## src/rtl/mem_arbiter.sv

```systemverilog
// Two-port cache-line arbiter. Grants one cache port at a time to a
// single-beat memory interface and walks BEATS words of a 64-byte line,
// either filling (read) or writing back (write). Ties between the ports
// are broken round-robin, starting with port 0 after reset.
module mem_arbiter #(
   parameter int BEATS = 16
) (
   input  logic        clk,
   input  logic        rst_b,
   input  logic        req0,
   input  logic        req1,
   input  logic        we0,
   input  logic        we1,
   input  logic [31:0] addr0,
   input  logic [31:0] addr1,
   input  logic [31:0] wdata0,
   input  logic [31:0] wdata1,
   output logic        gnt0,
   output logic        gnt1,
   output logic [3:0]  beat_idx,
   output logic [31:0] rdata,
   output logic        rvalid0,
   output logic        rvalid1,
   output logic        done0,
   output logic        done1,
   output logic        mem_req,
   output logic        mem_we,
   output logic [31:0] mem_addr,
   output logic [31:0] mem_wdata,
   input  logic        mem_ack,
   input  logic [31:0] mem_rdata
);

   typedef enum logic [1:0] {
      IDLE = 2'd0,
      XFER = 2'd1,
      DONE = 2'd2
   } state_e;

   state_e      state_q, state_d;
   logic        winner_q, winner_d;   // 0 = port 0 owns the transaction
   logic        we_q, we_d;
   logic        last_q, last_d;       // port served most recently
   logic [25:0] base_q, base_d;       // line address, bits [31:6]
   logic [3:0]  beat_q, beat_d;

   // The low six address bits select a byte within the line and are dropped.
   logic unused_addr_bits;
   assign unused_addr_bits = ^{addr0[5:0], addr1[5:0]};

   logic last_beat;
   assign last_beat = (beat_q == 4'(BEATS - 1));

   // State and transaction registers; reset aborts any burst in progress.
   always_ff @(posedge clk or negedge rst_b) begin
      if (!rst_b) begin
         state_q  <= IDLE;
         winner_q <= 1'b0;
         we_q     <= 1'b0;
         last_q   <= 1'b1;            // port 0 wins the first tie
         base_q   <= '0;
         beat_q   <= '0;
      end else begin
         // NOTE: non-blocking assignments keep every register sampling the
         // pre-edge values, so ordering of these lines does not matter.
         state_q  <= state_d;
         winner_q <= winner_d;
         we_q     <= we_d;
         last_q   <= last_d;
         base_q   <= base_d;
         beat_q   <= beat_d;
      end
   end

   // Next-state logic and all outputs, derived from the registered state.
   always_comb begin
      // NOTE: every signal gets a default first so no path leaves one
      // unassigned, which would otherwise infer a latch.
      state_d   = state_q;
      winner_d  = winner_q;
      we_d      = we_q;
      last_d    = last_q;
      base_d    = base_q;
      beat_d    = beat_q;
      gnt0      = 1'b0;
      gnt1      = 1'b0;
      rvalid0   = 1'b0;
      rvalid1   = 1'b0;
      rdata     = '0;
      done0     = 1'b0;
      done1     = 1'b0;
      mem_req   = 1'b0;
      mem_we    = 1'b0;
      mem_addr  = '0;
      mem_wdata = '0;

      unique case (state_q)
         IDLE: begin
            if (req0 || req1) begin
               // On a tie the port not served last wins.
               winner_d = (req0 && req1) ? ~last_q : req1;
               we_d     = winner_d ? we1 : we0;
               base_d   = winner_d ? addr1[31:6] : addr0[31:6];
               beat_d   = '0;
               state_d  = XFER;
            end
         end

         XFER: begin
            gnt0      = ~winner_q;
            gnt1      = winner_q;
            mem_req   = 1'b1;
            mem_we    = we_q;
            mem_addr  = {base_q, 6'b0} + {26'b0, beat_q, 2'b00};
            mem_wdata = we_q ? (winner_q ? wdata1 : wdata0) : '0;
            if (mem_ack) begin
               if (!we_q) begin
                  rdata   = mem_rdata;
                  rvalid0 = ~winner_q;
                  rvalid1 = winner_q;
               end
               // The last beat holds its index rather than wrapping.
               if (last_beat) state_d = DONE;
               else           beat_d  = 4'(beat_q + 4'd1);
            end
         end

         DONE: begin
            gnt0    = ~winner_q;
            gnt1    = winner_q;
            done0   = ~winner_q;
            done1   = winner_q;
            last_d  = winner_q;
            beat_d  = '0;
            state_d = IDLE;
         end

         default: state_d = IDLE;
      endcase
   end

   assign beat_idx = beat_q;

endmodule
```

## config.mk

```make
export PLATFORM = sky130hd
export DESIGN_NAME = mem_arbiter
export DESIGN_NICKNAME = d
export VERILOG_FILES = /design/src/rtl/mem_arbiter.sv
export SDC_FILE = /design/constraint.sdc
export NUM_CORES = 1
export LEC_CHECK = 0
export CAP_MARGIN = 20
export CORE_AREA = 5 5 103 105
export DETAILED_ROUTE_END_ITERATION = 10
export DIE_AREA = 0 0 108 110
export HOLD_SLACK_MARGIN = 0.06
export PLACE_DENSITY = 0.79
export SLEW_MARGIN = 0
export SYNTH_ARGS = -nofsm -noshare
export SYNTH_HDL_FRONTEND = slang
export SYNTH_SLANG_ARGS = --single-unit
```

## constraint.sdc

```tcl
create_clock -name clk -period 2.9 [get_ports clk]
set_clock_uncertainty 0.15 [all_clocks]
set_input_delay 0.29 -clock clk [delete_from_list [all_inputs] [get_ports clk]]
set_output_delay 0.29 -clock clk [all_outputs]
set_load 0.005 [all_outputs]
```

Word level (Yosys, flattened, before mapping)
Index checks and enable logic that the tools add are counted.

word-level totals
  word-level logic and storage cells = 55
  bits of input ports = 167
  register bits after elaboration = 35

cells by class
  equality and inequality tests = 7
  reductions and logical operators = 8
  muxes and demuxes = 30
  bitwise gates (word level) = 2
  add/sub/neg operators = 2

operator list
  kind                                                 number
  two-way mux 32 bit                                   7
  adder 32 x 6 -> 32 bit                               1
  two-way mux 26 bit                                   1
  two-way mux 1 bit                                    14
  two-way mux 4 bit                                    3
  one-hot mux 4 bit (3 select lines)                   1
  != test 2 bit, second input constant                 4
  two-way mux 2 bit                                    3
  adder 4 x 1 -> 4 bit, second input constant          1
  equality test 4 bit, second input constant           1
  one-hot mux 2 bit (2 select lines)                   1
  AND reduction 4 bit                                  1
  AND reduction 3 bit                                  1
  nonzero test 3 bit                                   1
  equality test 2 x 1 -> 1 bit, second input constant  1
  equality test 2 bit, second input constant           1
  zero test 2 bit                                      1
  inverter 1 bit                                       2
  AND reduction 2 bit                                  1
  OR reduction 2 bit                                   1
  logical AND 1 bit                                    1
  logical OR 1 bit                                     1

Longest topological paths before layout
Gate-level depths: netlist (run 1).

  depth after elaboration = 4
  gate-level depth with buffers = 6

Least setup slack after synthesis (run 1)
Ideal clock, no wire load.

  kind = flip-flop to output port
  from = register state_q[1]
  to = output port rdata[0]
  required time = 2.460 ns
  buffers on the path = 2
  arrival time = 1.466 ns
  setup slack = 0.994 ns
  cell stages (with the launch flop) = 7
  cell sequence = dfrtp_1 -> inv_1 -> ha_1 -> buf_6 -> nor3b_2 -> clkbuf_1 -> and2_1

between the ends
  cells in the longest elaborated chain, start to end = 2

ends and longest elaborated chain
  what                          line  text
  start: declaration            40    state_e state_q, state_d;
  start signal: assignment      66    state_q <= state_d;
  equality test 2 x 1 -> 1 bit  97    unique case (state_q)
  two-way mux 32 bit            97
  end: declaration              21    output logic [31:0] rdata,

No other way between the ends.

Worst setup path after layout (run 1)
  from = register state_q[1]
  to = output port rdata[7]

The elaborated chain is that of the path after synthesis.

==> results of run 1 <==
## synth_stat cells
cell	number	area, um2
or2b_1	2	15.01
and2_1	64	400.4
a21boi_1	1	7.510
buf_6	1	11.26
nor2b_1	3	18.77
and2_4	1	8.760
o311ai_1	1	8.760
conb_1	1	3.750
ha_1	5	62.56
or2_4	1	8.760
mux2i_1	59	590.6
nand2_1	31	116.4
o21ai_0	29	145.1
a221o_1	1	10.01
a22o_4	1	17.52
a22o_1	1	8.760
a21oi_1	1	5.000
nand3_1	2	10.01
nor3b_2	1	12.51
nor3_1	1	5.000
inv_1	5	18.77
buf_4	5	37.54
dfrtp_1	34	850.8
nor2_1	33	123.9
clkbuf_1	16	60.06
dfstp_2	1	26.28
mux2_2	3	33.78
o21ai_1	4	20.02
a31o_1	1	8.760
buf_2	3	15.01
nor4_1	1	6.260
## worst max-delay path, delay by kind of cell, from the launching register on
kind | cells | cell delay [ns]
flops | 1 | 0.40
buf+inv | 3 | 0.91
fa+ha+maj | 1 | 0.26
simple gates | 2 | 0.37
## where the power goes
| group | internal [mW] | total [mW] | switching [mW] | leakage, nW |
|---|---|---|---|---|
| registers | 0.718 | 0.882 | 0.165 | 0.433 |
| logic | 1.29 | 2.21 | 0.920 | 1.82 |
| clock network | 0.170 | 0.345 | 0.175 | 0.0385 |
## worst paths after layout
kind,cells past startpoint,endpoint,slack (ns),start
worst max-delay path,6,rdata[7],0.23,state_q[1]
max in group asynchronous,2,winner_q,1.58,rst_b
worst min-delay path,2,base_q[0],0.33,base_q[0]
min in group asynchronous,2,base_q[7],0.47,rst_b
worst min register to register,2,base_q[0],0.33,base_q[0]
worst max register to register,7,beat_idx[2],0.74,state_q[1]
## routing by layer
metal	share of wire, %	wire length [um]	vias up
met5	0	0	-
met1	37	4319	1414
met3	8.7	1015	10
met4	1.5	170	0
li1	-	-	1537
met2	53	6174	147
## registers in the layout (all words and copies together), names as in the netlist
signal,cells
last_q,1
base_q,26
winner_q,1
state_q,2
we_q,1
beat_idx,4
## through the flow
step,util (%),hold slack (ns),worst slack [ns]
6_report,57.72,0.3281,0.2269
3_5_place_dp,56.71,0.2768,0.4617
5_1_grt,57.72,0.3599,0.06711
3_3_place_gp,56.71,0.2740,0.4812
4_1_cts,57.69,0.3313,0.2068
2_1_floorplan,-,-0.1556,0.9943
## layout by cell type, fill, tap and decap left out, types with 2 or more instances in the layout
| master | instances |
|---|---|
| clkbuf_8 | 5 |
| or2b_1 | 2 |
| mux2_2 | 3 |
| nor2_1 | 33 |
| ha_1 | 5 |
| mux2i_1 | 59 |
| dfrtp_1 | 33 |
| buf_4 | 8 |
| clkbuf_1 | 2 |
| nor2b_1 | 3 |
| inv_1 | 5 |
| conb_1 | 2 |
| o21ai_0 | 29 |
| o21ai_1 | 3 |
| nand2_1 | 31 |
| nand3_1 | 2 |
| and2_1 | 64 |
| clkdlybuf4s50_1 | 259 |
## cell type report
type                            count  area [um2]
Antenna cell                        1       2.502
Clock buffer                        7       76.32
Clock inverter                      1       7.507
Fill cell                         847        4038
Inverter                            5       18.77
Multi-Input combinational cell    249        1674
Sequential cell                    35       878.3
Tap cell                          133       166.4
Timing Repair Buffer              270        2688
## cells by family after synthesis
family	Yosys count
AOI/OAI and AO/OA	40
and+or+nand+nor	140
buffers and inverters	30
adders and majority gates	5
muxes	62
other	1
DFF	35
## timing repair
item / in CTS / in global routing
resized for setup: 0 / 0
hold buffers: 1 / 0
endpoints found under the hold margin: 34 / 0
==> flow_summary_export.csv, run 1 <==
group,metric,value,unit
status,status,"completed",
synthesis,synthMuxAreaShare,23.41,%
pwr,power,3.435,mW
die,coreArea,9549,um2
cells_and_area,layout-drive-gt1-share,4.762,%
setup_path,slowest_stage,"clkdlybuf4s50_1",
timing,relSlewSlack,47.40,%
place,gp_congestion,0.7491,
routing,drtPass1Iterations,4,
routing,drt-vias-per-instance,4.434,
routing,vias,3108,
die,ioPinCount,275,
routing,ant_nets,0,
setup_path,cpPeakStageDelay,0.54,ns
pwr,ir_worst_vdd,0.3011,mV
cts,cts_buffers,5,
setup_path,cp-start-kind,"flop",
pwr,p_leak,2.287,nW
cts,clock_sinks,35,
timing,setup_viol,0,
cts,cts_tree,"yes",
global_route,overflow,0,
setup_path,crit_type,"reg -> out",
place,place_area,5415,um2
timing,period_minus_slack,2.673,ns
place,hpwlAfterDp,10.05,mm
routing,routed_wl,11.68,mm
timing,maxSlewViolCount,0,
run,maxCapViolCount,0,
global_route,antenna_found_initial,1,
synthesis,postSynthCellCount,313,
timing,fin_tns_setup,0,ns
setup_path,critPathArrivalTime,2.23,ns
die,die-area,11880,um2
synthesis,synth_warnings,0,
global_route,first_global_vias,3029,
synthesis,synth_area_per_cell,8.523,um2
routing,drtIter0Drc,96,
die,rows,36,
cts,postCtsSetupBuffers,0,
global_route,grt_use_met1,19.49,%
timing,hold_viol_final,0,
synthesis,synth_compound_area_share,8.677,%
setup_path,cp_max_fo,34,
die,die_w,108,um
cts,clk-insertion-delay-late,0.28,ns
global_route,use_met2,33.48,%
global_route,track_usage,17.73,%
cts,clockBufferDepth,2,
pwr,powerDensity,623.1,nW/um2
synthesis,synthAdderAreaFrac,2.345,%
synthesis,ys_seq_area_share,32.88,%
synthesis,ys_seq_elements,35,
cells_and_area,area_delta_synth_final,106.6,%
cells_and_area,finalNonFillerCells,701,
place,portBuffers,260,
die,initial_core_util,27.94,%
global_route,grt-busiest-layer,"met2",
cells_and_area,design_area,5512,um2
synthesis,syn_area,2668,um2
cts,clkSlewWorstSetupHoldPaths,0.07,ns
synthesis,synth_top_family_by_area,"simple AND/OR/NAND/NOR gates",
global_route,grt_util_met3,5.533,%
timing,timing.final.crit_share,92.18,%
routing,route.detailed.drc,0,
cts,cts-htree-levels,2,
place,dpl.cell_count,691,
worst_hold_path,min_path_type,"reg -> reg",
synthesis,synthXorXnorAreaFrac,0,%
cells_and_area,nNetsFinal,738,
setup_path,worstPathRequired,2.46,ns
setup_path,crit_chain,"inv_1, ha_1, nor3b_2, buf_4, and2_1, clkdlybuf4s50_1",
die,die_y,110,um
timing,fmax,0.3741,GHz
routing,wl_per_cell,16.66,um
timing,tightest_slew,0.7890,ns
cts,root_buffer,"clkbuf_8",
setup_path,cp-end-kind,"output pin",
synthesis,synthSimpleGateAreaFrac,27.20,%
global_route,grt_pass1_wl,16.37,mm
timing,rsz0062_at_grt,"no",
global_route,grt_max_degree,56,
synthesis,synth_cell_types,31,
No activity file was read; power rests on OpenSTA's default activity.
==> inputs of run 2 (changes only) <==
- CORE_AREA: 5 5 103 105 -> 5 5 104 106
- CTS_CLUSTER_SIZE: unset -> 25
- DIE_AREA: 0 0 108 110 -> 0 0 109 111
- PLACE_DENSITY: 0.79 -> 0.77
==> run 2 against run 1 <==
Effect of this change:
- final cell count decreased by 0.43%
- via count is 0.48% lower
- largest power group unchanged
- register-to-register slack worse by 0.04 ns
- largest cell class unchanged
- combinational power hardly changed
==> flow_summary_export.csv, run 2 (synthesis gave the netlist of run 1 again) <==
group,metric,value,unit
die,rows,36,
global_route,grt_max_degree,56,
cells_and_area,nNetsFinal,736,
worst_hold_path,whs_endpoint,"base_q[11]",
routing,drt-vias-per-instance,4.431,
cts,cts_buffers,5,
timing,tightest_slew,0.7869,ns
cts,root_buffer,"clkbuf_8",
timing,fin_tns_setup,0,ns
setup_path,reg2reg_to,"beat_idx[2]",
die,initial_core_util,27.55,%
timing,timing.final.ws_setup,0.2177,ns
routing,vias,3093,
global_route,grt_util_met3,7.047,%
worst_hold_path,min_path_type,"reg -> reg",
setup_path,cp-end-kind,"output pin",
global_route,track_usage,18.00,%
global_route,grt_use_met1,19.15,%
cells_and_area,area_delta_synth_final,107.5,%
setup_path,worst-r2r-setup-slack,0.70,ns
global_route,first_global_vias,3124,
worst_hold_path,min_path_cells,2,
place,place_area,5413,um2
timing,maxSlewViolCount,0,
setup_path,cp-start-kind,"flop",
cells_and_area,largest_reg_flops,26,
die,die_w,109,um
status,status,"completed",
run,maxCapViolCount,0,
setup_path,reg2reg_depth,7,
global_route,grt-busiest-layer,"met2",
cells_and_area,layout-drive-gt1-share,4.779,%
pwr,powerDensity,635.6,nW/um2
place,hpwlAfterDp,9.870,mm
pwr,p_leak,2.301,nW
pwr,power,3.518,mW
setup_path,critPathArrivalTime,2.24,ns
pwr,ir_worst_vdd,0.4070,mV
die,ioPinCount,275,
timing,relSlewSlack,47.54,%
routing,route.detailed.drc,0,
setup_path,cp_max_fo,32,
place,portBuffers,260,
cts,clock_sinks,35,
global_route,antenna_found_initial,0,
die,die-area,12100,um2
timing,rsz0062_at_grt,"no",
setup_path,crit_type,"reg -> out",
cts,cts.repair.resized,0,
routing,wl_per_cell,16.47,um
cells_and_area,final_cell_mix,"clkdlybuf4s50_1, and2_1, mux2i_1",
die,die_y,111,um
timing,fmax,0.3728,GHz
cells_and_area,mostFrequentLayoutCell,"clkdlybuf4s50_1",
timing,setup_viol,0,
cts,cts-htree-levels,2,
timing,hold_viol_final,0,
global_route,use_met2,32.19,%
cells_and_area,design_area,5535,um2
routing,routed_wl,11.50,mm
timing,timing.final.crit_share,92.49,%
place,pre_cts_ws,0.4016,ns
routing,drtPass1Iterations,4,
cts,cts_tree,"yes",
cts,clockBufferDepth,2,
place,gp_congestion,0.7695,
cts,clkSlewWorstSetupHoldPaths,0.08,ns
die,coreArea,9684,um2
timing,period_minus_slack,2.682,ns
setup_path,reg2reg_from,"state_q[1]",
cells_and_area,top_register,"base_q",
global_route,grt_pass1_wl,17.10,mm
setup_path,worstPathRequired,2.46,ns
routing,drtIter0Drc,135,
cells_and_area,antenna-diode-count,0,
cts,clk-insertion-delay-late,0.28,ns
global_route,overflow,0,
routing,ant_nets,0,
cells_and_area,fill_cells,848,
worst_hold_path,worstHoldStart,"base_q[11]",
## run 2: power breakdown
part	internal (mW)	switching (mW)	leakage, nW
clock network	0.256	0.183	0.0581
logic	1.29	0.912	1.81
registers	0.717	0.163	0.433
## run 2: cell type report
type | count | area [um2] | share of cell area (%)
Timing Repair Buffer | 268 | 2685 | 48.51
Multi-Input combinational cell | 249 | 1674 | 30.24
Sequential cell | 35 | 878.3 | 15.87
Tap cell | 133 | 166.4 | 3.006
Clock buffer | 5 | 68.82 | 1.243
Clock inverter | 3 | 43.79 | 0.7911
Inverter | 5 | 18.77 | 0.3391
## run 2: stage by stage
stage | utilization (%) | cells | hold slack, ns
after floorplan | - | 314 | -0.1556
after CTS | 57.16 | 698 | 0.3284
after global placement | 55.89 | 689 | 0.2739
after global routing | 57.16 | 698 | 0.3580
after detailed placement | 55.89 | 689 | 0.2790
final | 57.16 | 698 | 0.3235
## run 2: timing repair
action | CTS | global route
buffers inserted | 0 | 0
endpoints found under the hold margin | 34 | 0
hold buffers | 1 | 0
endpoints found under the setup margin | 0 | 0
## run 2: critical path, stage by stage, from the launching register on
cell and delay (ns):
dfrtp_1 0.40, inv_1 0.11, ha_1 0.21, nor3b_2 0.23, buf_4 0.29, and2_1 0.18, clkdlybuf4s50_1 0.53
## run 2: worst max path at each step
stage	from	endpoint	slack [ns]	cells past startpoint
finish	state_q[1]	rdata[2]	0.22	6
global route	state_q[1]	rdata[2]	0.05	6
CTS	state_q[1]	rdata[2]	0.19	6
detailed placement	mem_ack	rdata[2]	0.40	6
global placement	mem_ack	rdata[17]	0.45	6
floorplan	state_q[1]	rdata[0]	0.99	6
## run 2: routing by layer
layer	vias to the layer above	share of wire, %
li1	1533	-
met1	1389	36
met2	150	51
met3	21	11
met4	0	2.3
met5	-	0
